--- src/rtl/matrix_pkg.sv ---
// Shared state encodings, stream-mode constants and width helper for the
// matrix buffer and the multiplier datapath that consumes it.
package matrix_pkg;

  typedef enum logic [1:0] {
    ST_IDLE   = 2'd0,
    ST_CLEAR  = 2'd1,
    ST_STREAM = 2'd2
  } state_t;

  localparam logic STR_ROW = 1'b0;
  localparam logic STR_COL = 1'b1;

  // Index width that never collapses to zero bits for single-entry dimensions.
  function automatic int clog2_min1(input int n);
    return (n < 2) ? 1 : $clog2(n);
  endfunction

endpackage

--- src/rtl/matrix_stream_ctrl.sv ---
// Sequencer for the matrix buffer: IDLE/CLEAR/STREAM FSM, element counter,
// registered stream output with valid/ready handshake.
module matrix_stream_ctrl
  import matrix_pkg::*;
#(
  parameter int ROWS  = 2,
  parameter int COLS  = 2,
  parameter int WIDTH = 8,
  parameter int SW    = 1,
  parameter int AW    = 2
) (
  input  logic             clk,
  input  logic             rst,
  input  logic             clr_start,
  input  logic             str_start,
  input  logic             str_mode,
  input  logic [SW-1:0]    str_index,
  input  logic             str_ready,
  input  logic [WIDTH-1:0] elem_data,
  output logic [AW-1:0]    elem_addr,
  output logic             clr_we,
  output logic [AW-1:0]    clr_addr,
  output logic             clearing,
  output logic             busy,
  output logic [WIDTH-1:0] str_data,
  output logic             str_valid,
  output logic             str_last
);

  localparam int N     = ROWS * COLS;
  localparam int CNT_W = clog2_min1(N + 1);

  state_t           state, state_next;
  logic [CNT_W-1:0] cnt;
  logic             mode_q;
  logic [SW-1:0]    index_q;
  logic             accept, advance, finish, idx_ok;
  logic             ld_mode, ld_last;
  logic [SW-1:0]    ld_idx;
  int               ld_pos, ld_len, ld_lin;

  always_comb begin
    idx_ok     = (str_mode == STR_ROW) ? (int'(str_index) < ROWS) : (int'(str_index) < COLS);
    state_next = state;
    accept     = 1'b0;
    advance    = 1'b0;
    finish     = 1'b0;
    case (state)
      ST_IDLE: begin
        if (clr_start) begin
          state_next = ST_CLEAR;
        end else if (str_start && idx_ok) begin
          state_next = ST_STREAM;
          accept     = 1'b1;
        end
      end
      ST_CLEAR: begin
        if (int'(cnt) == N - 1) state_next = ST_IDLE;
      end
      ST_STREAM: begin
        // One drain cycle with str_valid low follows the final handshake.
        if (!str_valid) begin
          state_next = ST_IDLE;
        end else if (str_ready) begin
          if (str_last) finish = 1'b1;
          else          advance = 1'b1;
        end
      end
      default: state_next = ST_IDLE;
    endcase

    ld_mode   = accept ? str_mode  : mode_q;
    ld_idx    = accept ? str_index : index_q;
    ld_pos    = accept ? 0 : int'(cnt) + 1;
    ld_len    = (ld_mode == STR_ROW) ? COLS : ROWS;
    ld_lin    = (ld_mode == STR_ROW) ? int'(ld_idx) * COLS + ld_pos
                                     : ld_pos * COLS + int'(ld_idx);
    ld_last   = (ld_pos == ld_len - 1);
    elem_addr = AW'(ld_lin);
  end

  always_ff @(posedge clk or negedge rst) begin
    if (!rst) begin
      state     <= ST_IDLE;
      cnt       <= '0;
      mode_q    <= STR_ROW;
      index_q   <= '0;
      str_data  <= '0;
      str_valid <= 1'b0;
      str_last  <= 1'b0;
    end else begin
      state <= state_next;
      if (state == ST_CLEAR || advance) cnt <= cnt + CNT_W'(1);
      else if (state == ST_IDLE)        cnt <= '0;
      if (accept) begin
        mode_q  <= str_mode;
        index_q <= str_index;
      end
      if (accept || advance) begin
        str_data  <= elem_data;
        str_valid <= 1'b1;
        str_last  <= ld_last;
      end else if (finish) begin
        str_valid <= 1'b0;
        str_last  <= 1'b0;
      end
    end
  end

  assign busy     = (state != ST_IDLE);
  assign clearing = (state == ST_CLEAR);
  assign clr_we   = clearing;
  assign clr_addr = AW'(cnt);

endmodule

--- src/rtl/matrix_buffer.sv ---
// ROWSxCOLS element store with (row,col) write, registered random read,
// sequenced clear and a row/column streaming port for the MAC stage.
module matrix_buffer
  import matrix_pkg::*;
#(
  parameter  int ROWS  = 2,
  parameter  int COLS  = 2,
  parameter  int WIDTH = 8,
  localparam int RW    = clog2_min1(ROWS),
  localparam int CW    = clog2_min1(COLS),
  localparam int SW    = (RW > CW) ? RW : CW
) (
  input  logic             clk,
  input  logic             rst,
  input  logic             wr_en,
  input  logic [RW-1:0]    wr_row,
  input  logic [CW-1:0]    wr_col,
  input  logic [WIDTH-1:0] wr_data,
  input  logic             rd_en,
  input  logic [RW-1:0]    rd_row,
  input  logic [CW-1:0]    rd_col,
  output logic [WIDTH-1:0] rd_data,
  output logic             rd_valid,
  input  logic             clr_start,
  input  logic             str_start,
  input  logic             str_mode,
  input  logic [SW-1:0]    str_index,
  output logic [WIDTH-1:0] str_data,
  output logic             str_valid,
  input  logic             str_ready,
  output logic             str_last,
  output logic             busy
);

  localparam int N  = ROWS * COLS;
  localparam int AW = clog2_min1(N);

  logic [WIDTH-1:0] mem [N];
  logic [AW-1:0]    wr_addr, rd_addr, elem_addr, clr_addr;
  logic             wr_ok, rd_ok, wr_hit, clr_we, clearing;
  logic [WIDTH-1:0] elem_data;

  assign wr_ok   = (int'(wr_row) < ROWS) && (int'(wr_col) < COLS);
  assign rd_ok   = (int'(rd_row) < ROWS) && (int'(rd_col) < COLS);
  assign wr_addr = AW'(int'(wr_row) * COLS + int'(wr_col));
  assign rd_addr = AW'(int'(rd_row) * COLS + int'(rd_col));
  assign wr_hit  = wr_en && wr_ok && !clearing;

  assign elem_data = (int'(elem_addr) < N) ? mem[elem_addr] : '0;

  always_ff @(posedge clk or negedge rst) begin
    if (!rst) begin
      for (int i = 0; i < N; i++) mem[i] <= '0;
    end else if (clr_we) begin
      mem[clr_addr] <= '0;
    end else if (wr_hit) begin
      mem[wr_addr] <= wr_data;
    end
  end

  // Read samples the array before this edge's write lands, so a same-cycle
  // read of the written element returns the old value.
  always_ff @(posedge clk or negedge rst) begin
    if (!rst) begin
      rd_data  <= '0;
      rd_valid <= 1'b0;
    end else begin
      rd_valid <= rd_en;
      if (rd_en) rd_data <= rd_ok ? mem[rd_addr] : '0;
    end
  end

  matrix_stream_ctrl #(
    .ROWS (ROWS),
    .COLS (COLS),
    .WIDTH(WIDTH),
    .SW   (SW),
    .AW   (AW)
  ) u_ctrl (
    .clk      (clk),
    .rst      (rst),
    .clr_start(clr_start),
    .str_start(str_start),
    .str_mode (str_mode),
    .str_index(str_index),
    .str_ready(str_ready),
    .elem_data(elem_data),
    .elem_addr(elem_addr),
    .clr_we   (clr_we),
    .clr_addr (clr_addr),
    .clearing (clearing),
    .busy     (busy),
    .str_data (str_data),
    .str_valid(str_valid),
    .str_last (str_last)
  );

endmodule
--- config.mk ---
export PLATFORM = sky130hd
export DESIGN_NAME = matrix_buffer
export DESIGN_NICKNAME = d
export VERILOG_FILES = /design/src/rtl/matrix_pkg.sv /design/src/rtl/matrix_stream_ctrl.sv /design/src/rtl/matrix_buffer.sv
export SDC_FILE = /design/constraint.sdc
export NUM_CORES = 1
export LEC_CHECK = 0
export BUFFER_PORTS_ARGS = -buffer_cell sky130_fd_sc_hd__buf_2
export CORE_MARGIN = 4
export CORE_UTILIZATION = 50
export CTS_CLUSTER_DIAMETER = 30
export DETAILED_ROUTE_END_ITERATION = 16
export GPL_ROUTABILITY_DRIVEN = 1
export PLACE_DENSITY_LB_ADDON = 0.05
export SLEW_MARGIN = 20
export SYNTH_ARGS = -nofsm -noshare
export SYNTH_HDL_FRONTEND = slang
export SYNTH_SLANG_ARGS = --single-unit
--- constraint.sdc ---
create_clock -name clk -period 1.91 [get_ports clk]
set_input_delay 0.0955 -clock clk [delete_from_list [all_inputs] [get_ports clk]]
set_output_delay 0.0955 -clock clk [all_outputs]
set_load 0.1 [all_outputs]
==> results.yml <==
critical_path:
  cpPeakStageDelay_ns: 0.43
  critPathTopFamily: "simple AND/OR/NAND/NOR gates"
  end_kind: "flip-flop"
  arrival_ns: 2.03
  crit_buf_inv: 2
  cpMaxStageDelayCell: "dfrtp_1"
  required_ns: 2.11
  critical_path_class: "reg2reg"
  startpoint_type: "flip-flop"
  path_cells: "nor4b_4 > and3_4 > buf_4 > nor2_4 > buf_12 > a211oi_1 > a311oi_1"
  critPathMaxFanout: 12
power:
  power_mw: 6.63
  ir_drop_uv: 933
  leakagePower_nw: 1.64
  power.density_nw_per_um2: 1880
flow_run:
  drv_cap: 0
sta:
  skew_ns: 0.00653
  rsz0062_at_grt: "no"
  layout_min_cycle_time_ns: 1.83
  slew_violations: 0
  finalCritPeriodShare_pct: 95.8
  hold_viol_final: 0
  setup_viol: 0
  fmax_ghz: 0.546
  tightest_slew_ns: 0.490
  timing.slew.headroom_pct: 67.6
floorplan:
  coreArea_um2: 5240
  die_h_um: 82.6
  start_util_pct: 53.1
  rows: 26
  io_pins: 41
  dieArea_um2: 6820
  die_width_um: 82.6
place:
  port_buffers: 40
  post_dp_cell_area_um2: 3220
  routabilityCongestion: 0.789
  dp_hpwl_um: 4900
worst_hold_path:
  holdCritPathClass: "in2reg"
cells_and_area:
  multi_input_area_um2: 1300
  final_layout_size_suffix_gt1_share_pct: 39.7
  diodes: 0
  finish.instance_area_um2: 3530
  regArea_um2: 1450
  area.growth.synth_to_final_pct: 26.9
  finalNetCount: 331
  fill_cells: 413
synth:
  post-synth-top-count-cell: "dfrtp_1"
  synth_seq_area_share_pct: 52.2
  synth_area_um2: 2780
  synthFlopType: "dfrtp_1"
  synth_cell_types: 36
  syn_inst: 227
  synth-seq-cells: 58
  synth_top_area_cell: "dfrtp_1"
  synthTopCellsByCount: "58 x dfrtp_1, 32 x a22o_1, 30 x nand2_1"
  synth.top_cell.area_share_pct: 52.2
  syn_nets: 253
  synth_enable_flop_cells: 0
  synthArstFlopShare_pct: 100
  yosysWarnings: 0
  synth.avg_cell_area_um2: 12.2
  synth.area.top_cells: "dfrtp_1 52%, a22o_1 10%, mux4_2 6.5%"
route:
  vias: 2215
  wl_um: 7120
  drc_errors: 0
  dr.pass1.iters: 4
  ant_nets: 0
  routed_via_density: 5.83
  wl_per_cell_um: 18.7
  dr.first_iter.drc_count: 149
cts:
  cts.sinks: 58
  clk_pin_slew_worst_paths_ns: 0.07
  cts_buffer_depth: 2
  h-tree-depth: 3
  clock_latency_ns: 0.34
  clockRootBuffer: "clkbuf_8"
  cts_tree: "built"
  cts_buffers: 9
global_route:
  grt_start_max_net_pins: 59
  grt_pass1_wl_um: 11200
  first_global_vias: 2197
  grt_overflow: 0
  track_usage_pct: 23.0
  antenna_found_initial: 0
run_status:
  status: "finished clean"
-- per-stage QoR --
stage | TNS [ns] | setup slack (ns) | std cells | utilization, % | hold WS (ns)
floorplan | 0 | 0.00912 | 227 | - | -0.200
global placement | -0.851 | -0.118 | 356 | 61.5 | 0.124
detailed placement | -1.60 | -0.222 | 356 | 61.5 | 0.133
CTS | 0 | 0.00429 | 376 | 65.8 | 0.0231
global route | 0 | 0.0115 | 380 | 67.4 | 0.0171
finish | 0 | 0.0799 | 380 | 67.4 | 0.0280
-- final timing paths --
check                           startpoint            endpoint  slack (ns)  cells past startpoint
min reg2reg                     rd_data[5]          rd_data[5]        0.50                      1
max reg2reg                u_ctrl.state[1]  u_ctrl.str_data[0]        0.08                      7
min in group asynchronous              rst             mem[12]        0.29                      3
max                        u_ctrl.state[1]  u_ctrl.str_data[0]        0.08                      7
max in group asynchronous              rst          rd_data[7]        1.36                      3
min                             wr_data[7]              mem[7]        0.03                      2
-- power breakdown --
part / internal, mW / switching [mW]
Sequential: 1.71 / 0.388
Clock: 0.503 / 0.483
Combinational: 1.21 / 2.34
Total: 3.43 / 3.21
-- timing repair --
item                                   4_1_cts  5_1_grt
buffers inserted                             0        4
pin swaps                                    0        7
hold buffers                                 4        0
endpoints found under the hold margin       61        0
gates resized for setup                      2        8
setup endpoints to repair                    8        8
-- area by class of cell --
| type | count | area share [%] |
|---|---|---|
| clock buffer | 12 | 4.11 |
| clock inverter | 4 | 0.780 |
| inverter | 5 | 0.532 |
| multi-input combinational | 157 | 36.9 |
| sequential | 58 | 41.2 |
| tap | 70 | 2.48 |
| timing repair buffer | 74 | 14.0 |
-- cells in the final DEF (no fill, tap or decap), drive strengths merged, types with 5 or more instances in the layout --
cell	synthesis	final
clkbuf	3	12
buf	4	70
a211oi	9	9
dfrtp	58	58
ha	5	5
a21oi	8	8
a311oi	8	8
o21a	8	8
mux4	8	8
mux2	8	8
nand2	30	30
inv	5	5
nor2	16	16
a22o	32	32
-- sequential cells by signal, indices dropped and copies added, names as in the netlist --
name              cells
u_ctrl.str_data       8
u_ctrl.str_valid      1
u_ctrl.mode_q         1
u_ctrl.cnt            3
rd_valid              1
mem                  32
u_ctrl.str_last       1
rd_data               8
u_ctrl.index_q        1
u_ctrl.state          2
-- worst register-to-register path, delay by kind of cell (launching register included) --
family,cells,cell delay (ns)
buffers and inverters,2,0.25
and+or+nand+nor,3,0.63
AOI/OAI and AO/OA,2,0.38
DFF,1,0.43
-- cell families (layout without fill, tap and decap cells) --
logic type / after synthesis / count (layout) / share of synthesized area, %
AOI/OAI and AO/OA: 71 / 71 / 20.7
xor gates and xnor gates: 1 / 1 / 0.315
DFF: 58 / 58 / 52.2
and+or+nand+nor: 64 / 64 / 12.1
buffers and inverters: 12 / 95 / 2.79
muxes: 16 / 16 / 9.72
adders and majority gates: 5 / 5 / 2.25
-- layer usage --
layer / GRT usage (%) / vias to the layer above / share of wire (%) / routed length, um
li1: - / 1015 / - / -
met1: 30.2 / 1109 / 42 / 3000
met4: 7.68 / 0 / 1.1 / 80
met3: 6.51 / 9 / 7.9 / 561
met5: 0 / - / 0 / 0
met2: 36.9 / 82 / 49 / 3480
(Power assumes the default switching activity.)
